<file path="src/rtl/uart_tx_arbiter.sv">
// uart_tx_arbiter: round-robin arbiter feeding NREQ frame requesters into one UART transmitter
// Ports:
//   CLK, RST            clock and synchronous active-high reset
//   REQ, REQ_DATA       per-requester request and DATA_WIDTH-bit frame data lanes
//   REQ_PAR_EN          per-requester parity enable
//   GNT                 one-hot acknowledge, high in the launch cycle only
//   TX_BUSY             busy flag from the transmitter
//   TX_DATA_VALID       one-cycle launch strobe, TX_P_DATA/TX_PAR_EN latched frame fields
//   ARB_BUSY            high whenever the arbiter is not idle
//   TIMEOUT_ERR         one-cycle watchdog pulse, only with UART_TX_ARB_TIMEOUT_EN defined
module uart_tx_arbiter #(
  parameter int NREQ           = 4,
  parameter int DATA_WIDTH     = 8,
  parameter int TIMEOUT_CYCLES = 16
) (
  input  logic                       CLK,
  input  logic                       RST,
  input  logic [NREQ-1:0]            REQ,
  input  logic [NREQ*DATA_WIDTH-1:0] REQ_DATA,
  input  logic [NREQ-1:0]            REQ_PAR_EN,
  output logic [NREQ-1:0]            GNT,
  input  logic                       TX_BUSY,
  output logic                       TX_DATA_VALID,
  output logic [DATA_WIDTH-1:0]      TX_P_DATA,
  output logic                       TX_PAR_EN,
  output logic                       ARB_BUSY,
  output logic                       TIMEOUT_ERR
);
  localparam int PW = $clog2(NREQ);
  typedef enum logic [1:0] {IDLE, LAUNCH, WAIT_START, WAIT_DONE} state_t;
  state_t                state_q, state_d;
  logic [PW-1:0]         ptr_q, ptr_d, win_q, win_d, pick, idx;
  logic [PW:0]           sum;
  logic                  found;
  logic [DATA_WIDTH-1:0] data_q, data_d;
  logic                  par_q, par_d;
  // first requesting index at or after the pointer, wrapping modulo NREQ
  always_comb begin
    pick  = '0;
    found = 1'b0;
    sum   = '0;
    idx   = '0;
    for (int i = 0; i < NREQ; i++) begin
      sum = {1'b0, ptr_q} + (PW+1)'(i);
      idx = (sum >= (PW+1)'(NREQ)) ? PW'(sum - (PW+1)'(NREQ)) : sum[PW-1:0];
      if (!found && REQ[idx]) begin
        pick  = idx;
        found = 1'b1;
      end
    end
  end
`ifdef UART_TX_ARB_TIMEOUT_EN
  localparam int CW = $clog2(TIMEOUT_CYCLES + 1);
  logic [CW-1:0] cnt_q, cnt_d;
  logic          to_q, to_d;
  logic          expired;
  assign expired = !TX_BUSY && cnt_q == CW'(TIMEOUT_CYCLES - 1);
  assign to_d    = state_q == WAIT_START && expired;
  assign cnt_d   = (state_q == WAIT_START && state_d == WAIT_START) ? cnt_q + CW'(1) : '0;
  assign TIMEOUT_ERR = to_q;
  always_ff @(posedge CLK) begin
    if (RST) begin
      cnt_q <= '0;
      to_q  <= 1'b0;
    end else begin
      cnt_q <= cnt_d;
      to_q  <= to_d;
    end
  end
`else
  logic expired;
  logic unused_tc;
  assign expired     = 1'b0;
  assign unused_tc   = ^TIMEOUT_CYCLES;
  assign TIMEOUT_ERR = 1'b0;
`endif
  always_comb begin
    state_d = state_q;
    ptr_d   = ptr_q;
    win_d   = win_q;
    data_d  = data_q;
    par_d   = par_q;
    case (state_q)
      IDLE: if (found) begin
        state_d = LAUNCH;
        win_d   = pick;
        ptr_d   = (pick == PW'(NREQ - 1)) ? '0 : pick + PW'(1);
        data_d  = REQ_DATA[int'(pick)*DATA_WIDTH +: DATA_WIDTH];
        par_d   = REQ_PAR_EN[pick];
      end
      LAUNCH:     state_d = WAIT_START;
      WAIT_START: state_d = TX_BUSY ? WAIT_DONE : (expired ? IDLE : WAIT_START);
      WAIT_DONE:  state_d = TX_BUSY ? WAIT_DONE : IDLE;
      default:    state_d = IDLE;
    endcase
  end
  always_ff @(posedge CLK) begin
    if (RST) begin
      state_q <= IDLE;
      ptr_q   <= '0;
      win_q   <= '0;
      data_q  <= '0;
      par_q   <= 1'b0;
    end else begin
      state_q <= state_d;
      ptr_q   <= ptr_d;
      win_q   <= win_d;
      data_q  <= data_d;
      par_q   <= par_d;
    end
  end
  assign TX_DATA_VALID = state_q == LAUNCH;
  assign GNT           = TX_DATA_VALID ? (NREQ)'(1) << win_q : '0;
  assign TX_P_DATA     = data_q;
  assign TX_PAR_EN     = par_q;
  assign ARB_BUSY      = state_q != IDLE;
endmodule

</file>
<file path="config.mk">
export PLATFORM = sky130hd
export DESIGN_NAME = uart_tx_arbiter
export DESIGN_NICKNAME = d
export VERILOG_FILES = /design/src/rtl/uart_tx_arbiter.sv
export SDC_FILE = /design/constraint.sdc
export NUM_CORES = 1
export LEC_CHECK = 0
export BUFFER_PORTS_ARGS = -buffer_cell sky130_fd_sc_hd__buf_2
export CORE_ASPECT_RATIO = 1.2
export CORE_MARGIN = 2
export CORE_UTILIZATION = 40
export CTS_CLUSTER_DIAMETER = 100
export DETAILED_ROUTE_END_ITERATION = 10
export PLACE_DENSITY = 0.85
export SYNTH_ARGS = -nofsm -noshare
export SYNTH_HDL_FRONTEND = slang
export SYNTH_SLANG_ARGS = --single-unit
</file>
<file path="constraint.sdc">
create_clock -name CLK -period 1.8 [get_ports CLK]
set_input_delay 0.36 -clock CLK [delete_from_list [all_inputs] [get_ports CLK]]
set_output_delay 0.36 -clock CLK [all_outputs]
set_load 0.02 [all_outputs]
</file>
# == Yosys cells after proc, flatten, opt, wreduce, memory -nomap -nowiden ==
# Index checks and enable logic that the tools add are counted.
# word_totals
ff_bits,15
input_bits,43
out_inout_bits,16
elab_cells,66
# op_classes
add_sub_neg,8
magnitude_cmp,9
n_eq_ne,5
shift,2
muxes,28
n_reduce_logical,9
# op_table
operator,count
32-bit by 6-bit indexed part select with 8-bit output,1
2-bit two-way mux,11
2-bit by 3-bit less-than comparator with 1-bit output (second input constant),5
1-bit binary-select mux with 2-bit select,5
1-bit two-way mux,10
3-bit greater-or-equal comparator (second input constant),3
2-bit case mux with 4 select lines,1
2-bit by 1-bit subtractor with 2-bit output (second input constant),4
2-bit by 2-bit adder with 3-bit output (second input constant),2
2-bit equality test (second input constant),3
4-bit two-way mux,1
1-bit by 2-bit left shift with 4-bit output (first input constant),1
2-bit by 1-bit adder with 3-bit output (second input constant),1
2-bit by 3-bit greater-or-equal comparator with 1-bit output (second input constant),1
1-bit logical AND,3
1-bit logical NOT,3
2-bit by 1-bit adder with 2-bit output (second input constant),1
2-bit by 1-bit equality test with 1-bit output (second input constant),1
2-bit logical NOT,1
2-bit != test (second input constant),1
2-bit AND reduction,1
2-bit nonzero test,1

# == Depth between registers and ports, before layout ==
# Gate-level depths: netlist of run 1.
# logic_depth
depth_word,16
depth_mapped,7
ltp_nobuf,5

# == Worst setup path after synthesis of run 1 ==
# No wires, ideal clock.
# synth_path
path_kind,reg-to-output
from,reg state_q[0]
to,out GNT[0]
arrival_ns,1.377
required_ns,1.440
path_slack_ns,0.063
stages_incl_launch_ff,3
n_path_buf,0
cell_sequence,dfxtp_1 > nor2b_1 > nor3b_1
# synth_via
elab_chain_cells,2
# synth_rtl
item,line,source
from (decl),31,"state_t state_q, state_d;"
from (signal assigned),105,state_q <= state_d;
2-bit by 1-bit equality test with 1-bit output,112,assign TX_DATA_VALID = state_q == LAUNCH;
named net TX_DATA_VALID,23,"output logic TX_DATA_VALID,"
4-bit two-way mux,113,assign GNT = TX_DATA_VALID ? (NREQ)'(1) << win_q : '0;
to (decl),21,"output logic [NREQ-1:0] GNT,"
# The timed path passes the listed nets, and every way through them passes these cells.

# == Worst setup path after layout of run 1 ==
# layout_path
from,reg state_q[0]
to,out GNT[0]
# layout_via
elab_chain_cells,2
# layout_rtl
item,line
2-bit by 1-bit equality test with 1-bit output,112
4-bit two-way mux,113
# No other way between the ends.

==> impl_metrics.py, run 1 <==
metrics = {
    "run_status": {
        "status": "finished, final reports clean",
    },
    "pwr": {
        "clockPowerShare": 0.172,
        "p_leak_uw": 0.0006416,
        "net-switching-power_uw": 398.8,
        "power_switching_share": 0.3667,
        "p_int_uw": 688.6,
        "p_comb_frac": 0.429,
        "powerDensity_nw_per_um2": 858.8,
        "seq_power_share": 0.399,
        "worst_ir_drop_vdd_mv": 0.6148,
    },
    "floorplan": {
        "ios": 59,
        "dieArea_um2": 2670,
        "core_area_um2": 2095,
        "die_h_um": 56.20,
        "rows": 18,
        "die_w_um": 47.50,
        "start_util": 0.4337,
    },
    "route": {
        "viasPerCell": 5.128,
        "vias": 1000,
        "ant_nets": 0,
        "dr.pass1.iters": 4,
        "drt_iter0_drc": 9,
        "wl_um": 2198,
        "drcViolationCount": 0,
        "wire_per_inst_um": 11.27,
    },
    "clock_network": {
        "cts_buffer_depth": 2,
        "cts_tree": "done",
        "post_cts.repair.setup_buffers": 0,
        "cts-htree-levels": 1,
        "clock_tree.root_cell": "clkbuf_4",
        "clkTransAtPathRegs_ns": 0.09,
        "cts_sinks": 15,
        "holdBufCountCts": 0,
        "cts_buffers": 3,
        "ctsResizeCount": 0,
        "clk-insertion-delay-late_ns": 0.27,
    },
    "placement": {
        "io_buffers": 57,
        "dp_hpwl_um": 1760,
        "place_congestion": 0.7898,
        "place_ws_ns": -0.01176,
    },
    "sta": {
        "skew_ns": 0.002506,
        "slew_viol_final": 0,
        "finalSetupViolCount": 0,
        "rsz0062_at_grt": "false",
        "clock.fmax_mhz": 603.0,
        "post-route-period-util": 0.9214,
        "hold_violations": 0,
        "fin_crit_ns": 1.658,
        "holdWs_ns": 0.3387,
        "setup_slack_ns": 0.1416,
        "worst_pin_slew_ns": 0.6641,
        "slew_headroom": 0.5556,
    },
    "synthesis": {
        "synth_common_cells": "mux2i_1, nand2_1, dfxtp_1, nor2_1, o221ai_1",
        "async_flop_share": 0,
        "synth_edf_count": 0,
        "ys_ff_latch": 15,
        "ys.flop_type": "dfxtp_1",
        "yosysMostFrequentCell": "mux2i_1",
        "ys_types": 29,
        "synth_area_leader_cell": "dfxtp_1",
        "ys_warn_count": 0,
        "syn_area_um2": 908.4,
        "synth_nets": 148,
        "synthCells": 105,
        "postSynthAreaPerCell_um2": 8.651,
        "ys_seq_area_frac": 0.3306,
        "synth_top_cell_area_share": 0.3306,
        "synthTopCellsByArea": "dfxtp_1, mux2i_1, o221ai_1, nand2_1, nor2_1",
    },
    "global_route": {
        "grt_overflow": 0,
        "antenna_found_initial": 0,
        "grt_pass1_vias": 921,
        "grt_pass1_wl_um": 3560,
        "grt_max_degree": 20,
        "grt_use_total": 0.1750,
    },
    "critical_path": {
        "max_stage_delay_ns": 0.37,
        "cp-start-kind": "flip-flop",
        "crit_path_end_kind": "output pin",
        "crit_slowest_cell": "dfxtp_1",
        "path_cells": "nor2b_1 > nor3b_1 > buf_2",
        "arrival_ns": 1.30,
        "reg2regPathDepth": 5,
        "worstPathMaxFanout": 5,
        "cp.required_ns": 1.44,
        "criticalPathCategory": "flip-flop to output pin",
    },
    "cells_and_area": {
        "antenna_cells": 0,
        "syn_to_final_growth_pct": 39.39,
        "final_nets": 209,
        "layout-drive-gt1-share": 0.4121,
        "nFillCells": 196,
    },
    "hold_path": {
        "hold_class": "input pin to flip-flop",
        "holdPathStages": 2,
    },
    "run": {
        "maxCapViolations": 0,
    },
}
-- power groups by stage --
stage | Clock, µW | Sequential (µW) | Combinational [µW]
3_5_place_dp | 0 | 440 | 470
5_1_grt | 206 | 444 | 507
3_3_place_gp | 0 | 437 | 455
2_1_floorplan | 0 | 483 | 270
4_1_cts | 189 | 434 | 471
6_report | 187 | 434 | 466
-- worst max-delay path: cells and delay by family (launching register included) --
kind          cells  cell delay, ns
simple gates      2            0.47
flops             1            0.37
buf+inv           1            0.19
-- through the flow --
stage	instance area (µm²)	setup TNS, ns	total power, µW	utilization	cells
after floorplan	908.4	0	753.3	-	105
after CTS	1266	0	1095	0.6045	195
after detailed placement	1239	-0.01549	909.6	0.5914	191
final	1266	0	1087	0.6045	195
after global placement	1239	0	892.0	0.5914	191
after global routing	1266	0	1157	0.6045	195
-- logic make-up (layout without fill, tap and decap cells) --
family                 count (synthesis)  after routing  synth area share
DFF                                   15             15            0.3306
other                                  1              1          0.004128
muxes                                 18             18            0.1983
AOI/OAI and AO/OA                     25             25            0.2163
buffers and inverters                  9             69           0.06886
and+or+nand+nor                       37             37            0.1818
-- cell usage in the layout (no fill, tap or decap), drive strengths merged, types with 2 or more instances in the layout --
cell / instances
buf: 61
inv: 4
nand2b: 3
clkbuf: 3
o221ai: 9
mux2i: 18
dfxtp: 15
a21oi: 6
nor2: 11
a211oi: 3
o21ai: 2
nand2: 17
-- sequential cells by signal (all words and copies together) (netlist names) --
| name | count |
|---|---|
| TX_PAR_EN | 1 |
| TX_P_DATA | 8 |
| ptr_q | 2 |
| state_q | 2 |
| win_q | 2 |
-- worst paths after layout --
path | startpoint | end | slack, ns
setup / recovery | state_q[0]$_SDFFE_PP0P_ | GNT[0] | 0.14
setup reg to reg | ptr_q[0]$_SDFFE_PP0P_ | TX_P_DATA[1]$_SDFFE_PP0P_ | 0.17
hold / removal | RST | win_q[1]$_SDFFE_PP0P_ | 0.34
hold reg to reg | TX_P_DATA[3]$_SDFFE_PP0P_ | TX_P_DATA[3]$_SDFFE_PP0P_ | 0.48
-- layer usage --
metal | vias to the layer above | part of all wire | global-route usage
met3 | 2 | 0.076 | 0.01948
met2 | 53 | 0.47 | 0.2876
met1 | 447 | 0.44 | 0.2198
met4 | 0 | 0.011 | 0.07143
li1 | 498 | - | -
met5 | - | 0 | 0
-- final cells by class --
class / instances / area, µm² / area share
sequential: 15 / 300.3 / 0.2372
timing repair buffer: 61 / 340.3 / 0.2688
clock buffer: 3 / 22.52 / 0.01779
clock inverter: 1 / 5.005 / 0.003953
inverter: 4 / 15.01 / 0.01186
multi-input combinational: 81 / 545.5 / 0.4308
tap: 30 / 37.54 / 0.02964
Power figures use the tool's default switching activity.
==> run 2: changes to the inputs <==
--- a/config.mk
+++ b/config.mk
@@ -5,13 +5,14 @@
 export SDC_FILE = /design/constraint.sdc
 export NUM_CORES = 1
 export LEC_CHECK = 0
+export ABC_AREA = 1
 export BUFFER_PORTS_ARGS = -buffer_cell sky130_fd_sc_hd__buf_2
 export CORE_ASPECT_RATIO = 1.2
 export CORE_MARGIN = 2
 export CORE_UTILIZATION = 40
 export CTS_CLUSTER_DIAMETER = 100
 export DETAILED_ROUTE_END_ITERATION = 10
-export PLACE_DENSITY = 0.85
+export PLACE_DENSITY = 0.77
 export SYNTH_ARGS = -nofsm -noshare
 export SYNTH_HDL_FRONTEND = slang
 export SYNTH_SLANG_ARGS = --single-unit
==> impl_metrics.py, run 2 <==
metrics = {
    "run_status": {
        "status": "complete, but fails checks",
        "violations": "setup timing",
    },
    "critical_path": {
        "rr_endpoint": "TX_P_DATA[4]$_SDFFE_PP0P_",
        "startpoint": "ptr_q[0]$_SDFFE_PP0P_",
        "arrival_ns": 2.04,
        "criticalPathCategory": "flip-flop to flip-flop",
        "crit_path_end_kind": "flip-flop",
        "worstPathMaxFanout": 7,
        "reg2reg_slack_ns": -0.04,
        "endpoint": "TX_P_DATA[4]$_SDFFE_PP0P_",
        "cp.required_ns": 2.00,
        "cp-start-kind": "flip-flop",
        "r2r_start": "ptr_q[0]$_SDFFE_PP0P_",
        "reg2regPathDepth": 13,
    },
    "cells_and_area": {
        "final_nets": 371,
        "mostFrequentLayoutCell": "inv_1",
        "utilization": 0.6332,
        "layout_common_cells": "inv_1, buf_2, nand2_1",
        "antenna_cells": 0,
        "syn_to_final_growth_pct": 50.40,
        "largest_reg_flops": 8,
        "layout-drive-gt1-share": 0.4098,
        "final_area_um2": 2132,
    },
    "sta": {
        "rsz0062_at_grt": "true",
        "post-route-period-util": 1.024,
        "slew_viol_final": 0,
        "fin_crit_ns": 1.843,
        "finalSetupViolCount": 9,
        "setup_tns_ns": -0.1872,
        "setup_slack_ns": -0.04257,
        "clock.fmax_mhz": 542.7,
        "skew_ns": 0.001736,
        "hold_violations": 0,
    },
    "global_route": {
        "grt_use_total": 0.1971,
        "grt_overflow": 0,
        "grt_pass1_vias": 1609,
        "grt_max_degree": 20,
        "antenna_found_initial": 0,
        "grt_pass1_wl_um": 6479,
    },
    "synthesis": {
        "synth_area_leader_cell": "dfxtp_1",
        "synthCells": 257,
        "postSynthAreaPerCell_um2": 5.516,
        "ys.flop_type": "dfxtp_1",
        "ys_warn_count": 0,
        "synth_nets": 300,
        "ys_seq_area_frac": 0.2118,
        "synth_common_cells": "nand2_1, inv_1, nand3_1, nor2_1, nand4_1",
        "ys_ff_latch": 15,
        "syn_area_um2": 1418,
        "yosysMostFrequentCell": "nand2_1",
        "ys_types": 23,
        "synthTopCellsByArea": "dfxtp_1, nand2_1, inv_1, nand3_1, nand4_1",
        "synth_edf_count": 0,
        "synth_top_cell_area_share": 0.2118,
        "async_flop_share": 0,
    },
    "route": {
        "dr.pass1.iters": 4,
        "viasPerCell": 4.931,
        "ant_nets": 0,
        "drt_iter0_drc": 63,
        "drcViolationCount": 0,
        "wl_um": 4310,
        "vias": 1795,
        "wire_per_inst_um": 11.84,
    },
    "floorplan": {
        "ios": 59,
        "die_h_um": 69.22,
        "start_util": 0.4210,
        "die_w_um": 58.35,
        "dieArea_um2": 4038,
        "core_area_um2": 3367,
        "rows": 23,
    },
    "pwr": {
        "worst_ir_drop_vdd_mv": 1.035,
        "p_leak_uw": 0.001270,
        "p_total_uw": 4038,
        "powerDensity_nw_per_um2": 1894,
    },
    "clock_network": {
        "clkTransAtPathRegs_ns": 0.06,
        "holdBufCountCts": 0,
        "clock_tree.root_cell": "clkbuf_8",
        "cts_sinks": 15,
        "clk-insertion-delay-late_ns": 0.25,
        "cts_buffer_depth": 2,
        "cts_buffers": 3,
        "cts-htree-levels": 1,
        "cts_tree": "done",
    },
    "run": {
        "maxCapViolations": 0,
    },
    "hold_path": {
        "hold_class": "input pin to flip-flop",
        "holdPathStages": 3,
    },
    "placement": {
        "dpl-instance-area_um2": 1803,
        "io_buffers": 57,
        "place_congestion": 0.8407,
        "place_ws_ns": -0.09939,
        "dp_hpwl_um": 2889,
    },
}
[run 2: changes by cell type in the layout (fill, tap and decap cells not counted), moves of 7 or more]
cell,delta
o221ai_1,-8
nand2_2,+14
mux2i_1,-18
nor2_2,+7
nand2_1,+36
nand3_2,+9
nand3_1,+25
inv_1,+54
nand4_1,+19
buf_4,+9
[run 2: worst min path at each step]
stage	start	endpoint	slack (ns)
detailed placement	state_q[1]$_SDFFE_PP0P_	state_q[0]$_SDFFE_PP0P_	0.49
floorplan	state_q[1]$_SDFFE_PP0P_	state_q[0]$_SDFFE_PP0P_	0.46
finish	TX_BUSY	state_q[0]$_SDFFE_PP0P_	0.38
global route	TX_BUSY	state_q[0]$_SDFFE_PP0P_	0.37
CTS	TX_BUSY	state_q[0]$_SDFFE_PP0P_	0.38
global placement	state_q[1]$_SDFFE_PP0P_	state_q[0]$_SDFFE_PP0P_	0.47
[run 2: per-stage QoR]
step | hold slack [ns] | instances
global placement | 0.4743 | 355
CTS | 0.3760 | 363
global route | 0.3693 | 364
finish | 0.3768 | 364
detailed placement | 0.4896 | 355
floorplan | 0.4596 | 257
[run 2: worst max-delay path: stages, from the launching register on]
cell and delay, ns:
dfxtp_4 0.38, buf_8 0.14, nand2_4 0.06, nand2_4 0.06, nand2_2 0.07, nand2_2 0.07
nor2_4 0.16, nand3_4 0.22, buf_4 0.22, nand4_1 0.08, nand3_1 0.11, nand3_2 0.12
nand2_1 0.06, inv_1 0.05
[run 2: cells by family after synthesis]
family / count (synthesis) / synth area share
AOI/OAI and AO/OA: 9 / 0.03354
and+or+nand+nor: 157 / 0.5146
other: 1 / 0.002645
DFF: 15 / 0.2118
buffers and inverters: 75 / 0.2374
[run 2: final cells by class]
cell class	instances	area (µm²)
flip-flops and latches	15	307.8
fillers	296	1235
clock inverters	1	5.005
repair buffers	77	503.0
multi-input cells	169	983.4
inverters	62	245.2
well taps	37	46.29
clock buffers	3	41.29
[run 2: power breakdown]
part	internal, µW	switching [µW]	leakage, µW	total, µW
Sequential	479	137	0.000126	616
Clock	153	123	0.0000255	277
Combinational	1240	1910	0.00112	3150
Total	1870	2170	0.00127	4040
[run 2: per-layer routing]
metal / GRT usage / vias to the layer above / routed length [µm]
met5: 0 / - / 0
met4: 0.06202 / 0 / 85
met3: 0.03172 / 8 / 252
met2: 0.3521 / 69 / 2244
met1: 0.2325 / 791 / 1728
li1: - / 927 / -
[run 2: timing repair]
action / 4_1_cts / 5_1_grt
cloned: 1 / 2
buffers inserted: 4 / 0
gates resized for setup: 30 / 38
setup endpoints to repair: 12 / 14
endpoints found under the hold margin: 0 / 0
pin swaps: 13 / 20
==> run 3: changes to the inputs <==
--- a/config.mk
+++ b/config.mk
@@ -8,7 +8,6 @@
 export ABC_AREA = 1
 export BUFFER_PORTS_ARGS = -buffer_cell sky130_fd_sc_hd__buf_2
 export CORE_ASPECT_RATIO = 1.2
-export CORE_MARGIN = 2
 export CORE_UTILIZATION = 40
 export CTS_CLUSTER_DIAMETER = 100
 export DETAILED_ROUTE_END_ITERATION = 10
@@ -16,3 +15,4 @@
 export SYNTH_ARGS = -nofsm -noshare
 export SYNTH_HDL_FRONTEND = slang
 export SYNTH_SLANG_ARGS = --single-unit
+export TNS_END_PERCENT = 50
==> constraint.sdc (replaced) <==
create_clock -name CLK -period 1.8 [get_ports CLK]
set_input_delay 0.18 -clock CLK [delete_from_list [all_inputs] [get_ports CLK]]
set_output_delay 0.18 -clock CLK [all_outputs]
set_load 0.02 [all_outputs]
==> impl_metrics.py, run 3 (synthesis results as in run 2) <==
metrics = {
    "critical_path": {
        "crit_path_end_kind": "flip-flop",
        "worstPathMaxFanout": 9,
        "cp.required_ns": 1.94,
        "reg2regPathDepth": 13,
        "cp-start-kind": "flip-flop",
        "criticalPathCategory": "flip-flop to flip-flop",
        "arrival_ns": 1.96,
    },
    "placement": {
        "place_congestion": 0.8581,
        "dp_hpwl_um": 2916,
        "io_buffers": 57,
        "dp.cells": 357,
    },
    "clock_network": {
        "clkTransAtPathRegs_ns": 0.06,
        "cts-htree-levels": 1,
        "clk-insertion-delay-late_ns": 0.25,
        "cts_buffer_depth": 2,
        "cts_buffers": 3,
        "cts_tree": "done",
        "clock_tree.root_cell": "clkbuf_8",
        "cts_sinks": 15,
    },
    "route": {
        "ant_nets": 0,
        "wire_per_inst_um": 11.31,
        "viasPerCell": 4.902,
        "drt_iter0_drc": 77,
        "drcViolationCount": 0,
        "dr.pass1.iters": 4,
        "wl_um": 4162,
        "vias": 1804,
    },
    "global_route": {
        "grt_pass1_vias": 1522,
        "grt_use_total": 0.2054,
        "antenna_found_initial": 0,
        "grt_overflow": 0,
        "grt_pass1_wl_um": 6237,
        "grt_max_degree": 19,
    },
    "floorplan": {
        "die_h_um": 67.22,
        "core_area_um2": 3367,
        "rows": 23,
        "ios": 59,
        "dieArea_um2": 3787,
        "die_w_um": 56.35,
        "start_util": 0.4210,
    },
    "run_status": {
        "status": "complete, but fails checks",
        "violations": "setup timing",
    },
    "hold_path": {
        "hold_class": "input pin to flip-flop",
        "holdPathStages": 3,
    },
    "sta": {
        "slew_viol_final": 0,
        "rsz0062_at_grt": "true",
        "hold_violations": 0,
        "skew_ns": 0.001434,
        "post-route-period-util": 1.012,
        "clock.fmax_mhz": 548.8,
        "fin_crit_ns": 1.822,
        "setup_slack_ns": -0.02210,
        "holdWs_ns": 0.1923,
        "finalSetupViolCount": 3,
    },
    "pwr": {
        "p_leak_uw": 0.001294,
        "p_total_uw": 4111,
        "worst_ir_drop_vdd_mv": 1.286,
        "powerDensity_nw_per_um2": 1934,
    },
    "cells_and_area": {
        "syn_to_final_growth_pct": 49.96,
        "layout_common_cells": "inv_1, buf_2, nand2_1",
        "nFillCells": 320,
        "final_nets": 375,
        "seq_area_um2": 307.8,
        "utilization": 0.6314,
        "layout-drive-gt1-share": 0.3927,
        "antenna_cells": 0,
        "layout.cells.non_filler": 368,
        "multiInputGateArea_um2": 905.9,
        "largest_reg_flops": 8,
    },
    "run": {
        "maxCapViolations": 0,
    },
}
## run 3: cell types whose count changed in the layout (fill, tap and decap cells not counted), moves of 3 or more
cell,previous run,this run
nand3_2,9,15
buf_12,1,4
nor2_2,7,0
buf_4,11,16
nor2_4,5,1
nand3_1,25,19
buf_8,3,0
nor2_1,14,25
## run 3: through the flow
step	cell area (µm²)	setup WS (ns)	TNS [ns]
floorplan	1418	0.1242	0
global placement	1831	-0.04347	-0.08671
detailed placement	1831	-0.04680	-0.09434
CTS	1919	0.0001521	0
global route	2126	-0.1342	-1.258
finish	2126	-0.02210	-0.05066
## run 3: final timing paths
check                           from                       to  slack, ns
max            ptr_q[0]$_SDFFE_PP0P_    ptr_q[0]$_SDFFE_PP0P_      -0.02
min                          TX_BUSY  state_q[0]$_SDFFE_PP0P_       0.19
min reg2reg  state_q[1]$_SDFFE_PP0P_  state_q[0]$_SDFFE_PP0P_       0.50
max reg2reg    ptr_q[0]$_SDFFE_PP0P_    ptr_q[0]$_SDFFE_PP0P_      -0.02
## run 3: what timing repair did
action	CTS	global route
pin swaps	1	18
setup endpoints to repair	11	13
resized for setup	4	40
hold buffers	0	0
endpoints found under the hold margin	0	0
gates cloned	0	3
buffers inserted	2	2
## run 3: cell type report
type | count | area share
multi-input combinational | 167 | 0.4261
timing repair buffer | 82 | 0.2678
sequential | 15 | 0.1448
inverter | 62 | 0.1154
tap | 37 | 0.02178
clock buffer | 3 | 0.01942
clock inverter | 1 | 0.002354
timing repair inverter | 1 | 0.002354
## run 3: critical path, stage by stage, from the launching register on
cell and delay (ns):
dfxtp_4 0.37, buf_12 0.12, inv_8 0.05, nand2_2 0.05
nand2_2 0.07, nand2_2 0.08, nand2_2 0.07, nor2_4 0.17
nand3_4 0.13, nand2_2 0.10, buf_4 0.11, nor2_1 0.05
buf_4 0.13, a211oi_1 0.22
## run 3: per-layer routing
layer / track usage / part of all wire
met3: 0.02682 / 0.058
met4: 0.06098 / 0.023
met1: 0.2413 / 0.39
met2: 0.3899 / 0.53
met5: 0 / 0
## run 3: where the power goes
part,internal (µW),total [µW],switching [µW]
Clock,153,275,122
Sequential,478,579,101
Combinational,1420,3260,1840
Total,2050,4110,2060
